**src/rtl/lsu_pkg.sv**
```systemverilog
// Shared definitions for the load/store unit: funct3 codes, FSM encoding, request legality check.
package lsu_pkg;

  localparam int unsigned DefaultAddrLimit = 404;

  localparam logic [2:0] F3_B  = 3'd0;
  localparam logic [2:0] F3_H  = 3'd1;
  localparam logic [2:0] F3_W  = 3'd2;
  localparam logic [2:0] F3_BU = 3'd4;
  localparam logic [2:0] F3_HU = 3'd5;

  typedef enum logic [2:0] {
    StIdle   = 3'd0,
    StLoad   = 3'd1,
    StStoreW = 3'd2,
    StRmwRd  = 3'd3,
    StRmwWr  = 3'd4
  } lsu_state_e;

  // Unsigned variants exist for loads only; stores reject funct3 4/5.
  function automatic logic lsu_req_err(logic we, logic [2:0] funct3, logic [31:0] addr,
                                       int unsigned limit);
    logic legal;
    logic misaligned;
    legal      = 1'b1;
    misaligned = 1'b0;
    case (funct3)
      F3_B:    ;
      F3_H:    misaligned = addr[0];
      F3_W:    misaligned = |addr[1:0];
      F3_BU:   legal = ~we;
      F3_HU: begin
        legal      = ~we;
        misaligned = addr[0];
      end
      default: legal = 1'b0;
    endcase
    return ~legal | misaligned | (addr >= limit);
  endfunction

endpackage

```
**src/rtl/lsu_lane_align.sv**
```systemverilog
// Little-endian lane handling: load extraction/extension and sub-word store merge.
module lsu_lane_align
  import lsu_pkg::*;
(
  input  logic [31:0] word_i,
  input  logic [31:0] old_i,
  input  logic [31:0] wdata_i,
  input  logic [2:0]  funct3_i,
  input  logic [1:0]  lane_i,
  output logic [31:0] load_data_o,
  output logic [31:0] merged_o
);

  logic [7:0]  byte_sel;
  logic [15:0] half_sel;

  always_comb begin
    byte_sel    = word_i[{lane_i, 3'b000} +: 8];
    half_sel    = lane_i[1] ? word_i[31:16] : word_i[15:0];
    load_data_o = '0;
    case (funct3_i)
      F3_B:    load_data_o = {{24{byte_sel[7]}}, byte_sel};
      F3_H:    load_data_o = {{16{half_sel[15]}}, half_sel};
      F3_W:    load_data_o = word_i;
      F3_BU:   load_data_o = {24'h0, byte_sel};
      F3_HU:   load_data_o = {16'h0, half_sel};
      default: load_data_o = '0;
    endcase
  end

  always_comb begin
    merged_o = old_i;
    case (funct3_i)
      F3_B:    merged_o[{lane_i, 3'b000} +: 8] = wdata_i[7:0];
      F3_H:    merged_o[{lane_i[1], 4'b0000} +: 16] = wdata_i[15:0];
      F3_W:    merged_o = wdata_i;
      default: ;
    endcase
  end

endmodule

```
**src/rtl/load_store_unit.sv**
```systemverilog
// Data-memory initiator: accepts RV32I load/store requests and issues word accesses,
// using read-modify-write for SB/SH. Memory controls are Moore outputs of the state register.
module load_store_unit
  import lsu_pkg::*;
#(
  parameter int unsigned ADDR_LIMIT = DefaultAddrLimit
) (
  input  logic        CLK,
  input  logic        RST_N,
  input  logic        req_valid,
  output logic        req_ready,
  input  logic        req_we,
  input  logic [2:0]  req_funct3,
  input  logic [31:0] req_addr,
  input  logic [31:0] req_wdata,
  output logic        rsp_valid,
  output logic [31:0] rsp_rdata,
  output logic        rsp_err,
  output logic        mem_RW,
  output logic [31:0] mem_ADDr,
  output logic [31:0] mem_Din,
  input  logic [31:0] mem_Dout
);

  lsu_state_e  state_q, state_d;
  logic        accept;
  logic        req_err;
  logic [2:0]  funct3_q;
  logic [31:0] addr_q;
  logic [31:0] wdata_q;
  logic [31:0] old_q;
  logic        rsp_valid_d, rsp_valid_q;
  logic        rsp_err_d, rsp_err_q;
  logic [31:0] rsp_rdata_d, rsp_rdata_q;
  logic [31:0] load_data;
  logic [31:0] merged;

  assign req_ready = (state_q == StIdle);
  assign accept    = req_valid & req_ready;
  assign req_err   = lsu_req_err(req_we, req_funct3, req_addr, ADDR_LIMIT);

  assign rsp_valid = rsp_valid_q;
  assign rsp_err   = rsp_err_q;
  assign rsp_rdata = rsp_rdata_q;

  lsu_lane_align u_lane_align (
    .word_i      (mem_Dout),
    .old_i       (old_q),
    .wdata_i     (wdata_q),
    .funct3_i    (funct3_q),
    .lane_i      (addr_q[1:0]),
    .load_data_o (load_data),
    .merged_o    (merged)
  );

  always_ff @(posedge CLK or negedge RST_N) begin
    if (!RST_N) begin
      state_q <= StIdle;
    end else begin
      state_q <= state_d;
    end
  end

  always_comb begin
    state_d = state_q;
    unique case (state_q)
      StIdle: begin
        if (accept && !req_err) begin
          if (!req_we) begin
            state_d = StLoad;
          end else if (req_funct3 == F3_W) begin
            state_d = StStoreW;
          end else begin
            state_d = StRmwRd;
          end
        end
      end
      StRmwRd:  state_d = StRmwWr;
      StLoad,
      StStoreW,
      StRmwWr:  state_d = StIdle;
      default:  state_d = StIdle;
    endcase
  end

  // Every response is registered so it lands while the FSM is already back in idle.
  always_comb begin
    mem_RW      = 1'b0;
    mem_ADDr    = '0;
    mem_Din     = '0;
    rsp_valid_d = 1'b0;
    rsp_err_d   = 1'b0;
    rsp_rdata_d = '0;
    unique case (state_q)
      StIdle: begin
        if (accept && req_err) begin
          rsp_valid_d = 1'b1;
          rsp_err_d   = 1'b1;
        end
      end
      StLoad: begin
        mem_ADDr    = {addr_q[31:2], 2'b00};
        rsp_valid_d = 1'b1;
        rsp_rdata_d = load_data;
      end
      StStoreW: begin
        mem_RW      = 1'b1;
        mem_ADDr    = {addr_q[31:2], 2'b00};
        mem_Din     = wdata_q;
        rsp_valid_d = 1'b1;
      end
      StRmwRd: begin
        mem_ADDr = {addr_q[31:2], 2'b00};
      end
      StRmwWr: begin
        mem_RW      = 1'b1;
        mem_ADDr    = {addr_q[31:2], 2'b00};
        mem_Din     = merged;
        rsp_valid_d = 1'b1;
      end
      default: ;
    endcase
  end

  always_ff @(posedge CLK or negedge RST_N) begin
    if (!RST_N) begin
      funct3_q    <= '0;
      addr_q      <= '0;
      wdata_q     <= '0;
      old_q       <= '0;
      rsp_valid_q <= 1'b0;
      rsp_err_q   <= 1'b0;
      rsp_rdata_q <= '0;
    end else begin
      if (accept) begin
        funct3_q <= req_funct3;
        addr_q   <= req_addr;
        wdata_q  <= req_wdata;
      end
      if (state_q == StRmwRd) begin
        old_q <= mem_Dout;
      end
      rsp_valid_q <= rsp_valid_d;
      rsp_err_q   <= rsp_err_d;
      rsp_rdata_q <= rsp_rdata_d;
    end
  end

endmodule

```
**config.mk**
```make
export PLATFORM = sky130hd
export DESIGN_NAME = load_store_unit
export DESIGN_NICKNAME = d
export VERILOG_FILES = /design/src/rtl/lsu_pkg.sv /design/src/rtl/lsu_lane_align.sv /design/src/rtl/load_store_unit.sv
export SDC_FILE = /design/constraint.sdc
export NUM_CORES = 1
export LEC_CHECK = 0
export CORE_MARGIN = 2
export CORE_UTILIZATION = 49
export CTS_BUF_LIST = sky130_fd_sc_hd__clkbuf_2
export DETAILED_ROUTE_END_ITERATION = 6
export GPL_TIMING_DRIVEN = 0
export PLACE_DENSITY = 0.9
export SYNTH_ARGS = -nofsm -noshare
export SYNTH_HDL_FRONTEND = slang
export SYNTH_SLANG_ARGS = --single-unit
```
**constraint.sdc**
```tcl
create_clock -name CLK -period 2.4 [get_ports CLK]
set_input_delay 0.36 -clock CLK [delete_from_list [all_inputs] [get_ports CLK]]
set_output_delay 0.36 -clock CLK [all_outputs]
set_load 0.02 [all_outputs]
```
==> summary.txt <==
Outcome
  – Status: finished, violations left
  – Violated checks: DRC, setup timing

STA
  – Final TNS setup: -38.89 ns
  – Fmax: between 0.3 and 0.4 GHz
  – Tcrit/Tclk final: 1.366
  – Final worst slack: -0.8785 ns
  – Worst slew pin tran: between 1 and 1.5 ns
  – Finish-stage setup viols: 77
  – Final Hold Fails: 0
  – Max_slew headroom: 0.3052
  – Crit path time final: 3.278 ns
  – Slew Limit Fails: 0
  – RSZ-0062 raised after global routing: yes
  – Worst Skew: ~0.035 ns

CTS
  – Clock transition at the registers of the reported paths: 0.25 ns
  – CTS tree: built
  – Clock root cell: clkbuf_2
  – Number of clock sinks: 136
  – Clock Latency Late Sink: 0.78 ns
  – TritonCTS Buffers: 17
  – Clock Path Buffers: 2
  – CTS H-tree depth: 4

Finish
  – N_diodes: 0
  – Fin nets: around 1.1k
  – Final Instance Area: 0.01033 mm²
  – Commonest non-fill, non-tap cell in the layout: nand2_1
  – Layout cells sized above 1: 0.3299
  – Most frequent cells in the layout: 223 x nand2_1, 135 x clkdlybuf4s50_1, 133 x dfrtp_1
  – Area grow syn2layout: 56.22%

Yosys
  – Post-Syn Area: 0.006614 mm²
  – Number of synthesized register bits: 136
  – Yosys warns: 0
  – Post-synthesis sequential area ratio: 0.5146
  – Cells after Synth: roughly 690
  – Top FF cell, synth: dfrtp_1
  – Post-synth EDFFs: 0
  – Avg Inst Size Synth: 9.558 µm²
  – Synth async-reset ratio: 1.000
  – Distinct cells, synth: 56

Global routing
  – Vias in the first global route: between 6k and 7k
  – GRT Resource Usage Total: 0.3316
  – Initial antenna violation count: 0
  – First-pass GRT wire length: 36470 µm
  – Largest net degree at the start of global routing: 84
  – GRT overflow: 0

Die
  – Initial Util: 0.5014
  – Chip Height: approximately 120 µm
  – Site Rows: 42
  – Die Footprint: 0.01444 mm²
  – IO Count: 203
  – Core area: 0.01319 mm²
  – Die Wd: 120.2 µm

Critical path
  – CP Max Fanout: 8
  – Crit path DAT: just under 3 ns
  – CP Capture Type: output port
  – R2R depth: 16
  – CP Data Required Time: around 2 ns
  – Critical setup path kind: flop to output port
  – Reg-to-Reg End: rsp_rdata[3]$_DFF_PN0_
  – R2r setup slk: -0.49 ns
  – Worst r2r src: addr_q[1]$_DFFE_PN0P_
  – CP startpoint kind: flop

Detailed routing
  – Number of DRC markers in iteration 0: 669
  – Vias/cell: 5.900
  – Drt first pass iters: 7
  – DR DRC count: 4
  – WL/cell: between 20 and 25 µm
  – Vias post-DR: 6850
  – Remaining antenna violation count after routing: 0
  – Routed WL: ~24000 µm

Placed design
  – I/O Buffers: 200
  – Placed Area: 0.008869 mm²
  – Dpl hpwl: 16110 µm
  – GPL Wtd Cong: ~0.91

Min path
  – HP Class: primary input to async pin

Job
  – Max-Cap Viols: 0

Power and ir drop
  – P_leak: approximately 4.8 nW
  – PD cells: about 460 mW/mm²
  – Peak supply drop: about 0.00032 V
==> state kept, by name, indices dropped and copies added (netlist names) <==
| name | count |
|---|---|
| wdata_q | 32 |
| funct3_q | 3 |
| rsp_rdata | 32 |
| old_q | 32 |
| addr_q | 32 |
| state_q | 3 |
| rsp_valid | 1 |
| rsp_err | 1 |
==> how the worst max path moves through the flow <==
stage | cells after the start | slack (ns) | endpoint | startpoint
after floorplan | 7 | 0.04 | mem_Din[23] | addr_q[1]$_DFFE_PN0P_
after global placement | 1 | -4.28 | addr_q[21]$_DFFE_PN0P_ | RST_N
after detailed placement | 6 | -0.92 | mem_Din[12] | state_q[1]$_DFFE_PN0P_
after CTS | 9 | -0.89 | mem_Din[1] | addr_q[1]$_DFFE_PN0P_
after global routing | 9 | -0.92 | mem_Din[4] | addr_q[1]$_DFFE_PN0P_
final | 9 | -0.88 | mem_Din[4] | addr_q[1]$_DFFE_PN0P_
==> synthesized netlist by cell type (3+ instances only) <==
cell type	n	share of area
a222oi_1	19	0.029
a22o_1	11	0.015
nor4_1	5	0.0047
nand3_1	4	0.0030
or3b_2	3	0.0040
inv_1	5	0.0028
mux2_2	39	0.066
a221o_1	11	0.017
buf_1	3	0.0017
nor2_1	22	0.012
a21o_1	5	0.0057
and2_1	34	0.032
a21oi_1	42	0.032
buf_4	3	0.0034
and3_1	9	0.0085
nand2_1	230	0.13
dfrtp_1	136	0.51
nor3_1	6	0.0045
buf_2	14	0.011
o21ai_0	11	0.0083
nand2b_1	3	0.0028
ha_1	5	0.0095
a22oi_1	8	0.0091
clkbuf_1	23	0.013
o21bai_1	3	0.0034
==> where the power goes <==
part           switching (mW)  internal, mW
clock                   0.983         0.292
sequential              0.127          2.42
combinational           0.496         0.472
total                    1.61          3.19
==> through the flow <==
| step | total power [mW] | hold slack, ns | cells | setup slack [ns] | util |
|---|---|---|---|---|---|
| 2_1_floorplan | 2.901 | 0.06441 | 693 | 0.03651 | - |
| 3_3_place_gp | 3.286 | 0.4493 | 1069 | -4.283 | 0.6702 |
| 3_5_place_dp | 3.312 | 0.3571 | 1070 | -0.9175 | 0.6724 |
| 4_1_cts | 4.659 | 0.05695 | 1156 | -0.8945 | 0.7553 |
| 5_1_grt | 4.945 | 0.06435 | 1161 | -0.9180 | 0.7833 |
| 6_report | 4.792 | 0.05583 | 1161 | -0.8785 | 0.7833 |
==> critical path, cell delays in order (launching register included) <==
cell        delay, ns
dfrtp_1          0.43
buf_6            0.13
clkinvlp_4       0.11
ha_4             0.24
nand4bb_1        0.24
o211a_1          0.29
o31ai_4          0.24
buf_12           0.17
a22o_1           0.18
buf_6            0.13
==> cell type report <==
class | instances | area, µm²
flip-flops and latches | 136 | 3407
multi-input cells | 508 | 3515
clock buffers | 17 | 85.08
well taps | 176 | 220.2
fillers | 806 | 2858
inverters | 5 | 25.02
plain buffers | 41 | 257.7
repair buffers | 263 | 2708
clock inverters | 15 | 115.1
==> metal layers <==
metal  share of wire  vias to the layer above  wire (µm)  track usage
met5               0                        -          0            0
met1            0.36                     3309       8646       0.3818
li1                -                     2977          -            -
met4           0.051                        0       1246       0.1699
met2            0.49                      462      11940       0.5668
met3           0.099                      102       2396      0.09009
==> kinds of logic after synthesis <==
| family | share of synthesized area |
|---|---|
| mux | 0.07132 |
| fa+ha+maj | 0.009459 |
| flops | 0.5146 |
| buf+inv | 0.03330 |
| compound gates | 0.1402 |
| simple gates | 0.2293 |
| xor+xnor | 0.001324 |
| other cells | 0.0005670 |
==> what timing repair did <==
action | in CTS | in global routing
buffers inserted | 51 | 17
hold buffers | 1 | 0
cloned | 3 | 1
endpoints found under the setup margin | 64 | 89
resized for setup | 477 | 74
pin swaps | 55 | 66
endpoints found under the hold margin | 106 | 0
(Power assumes the default switching activity.)
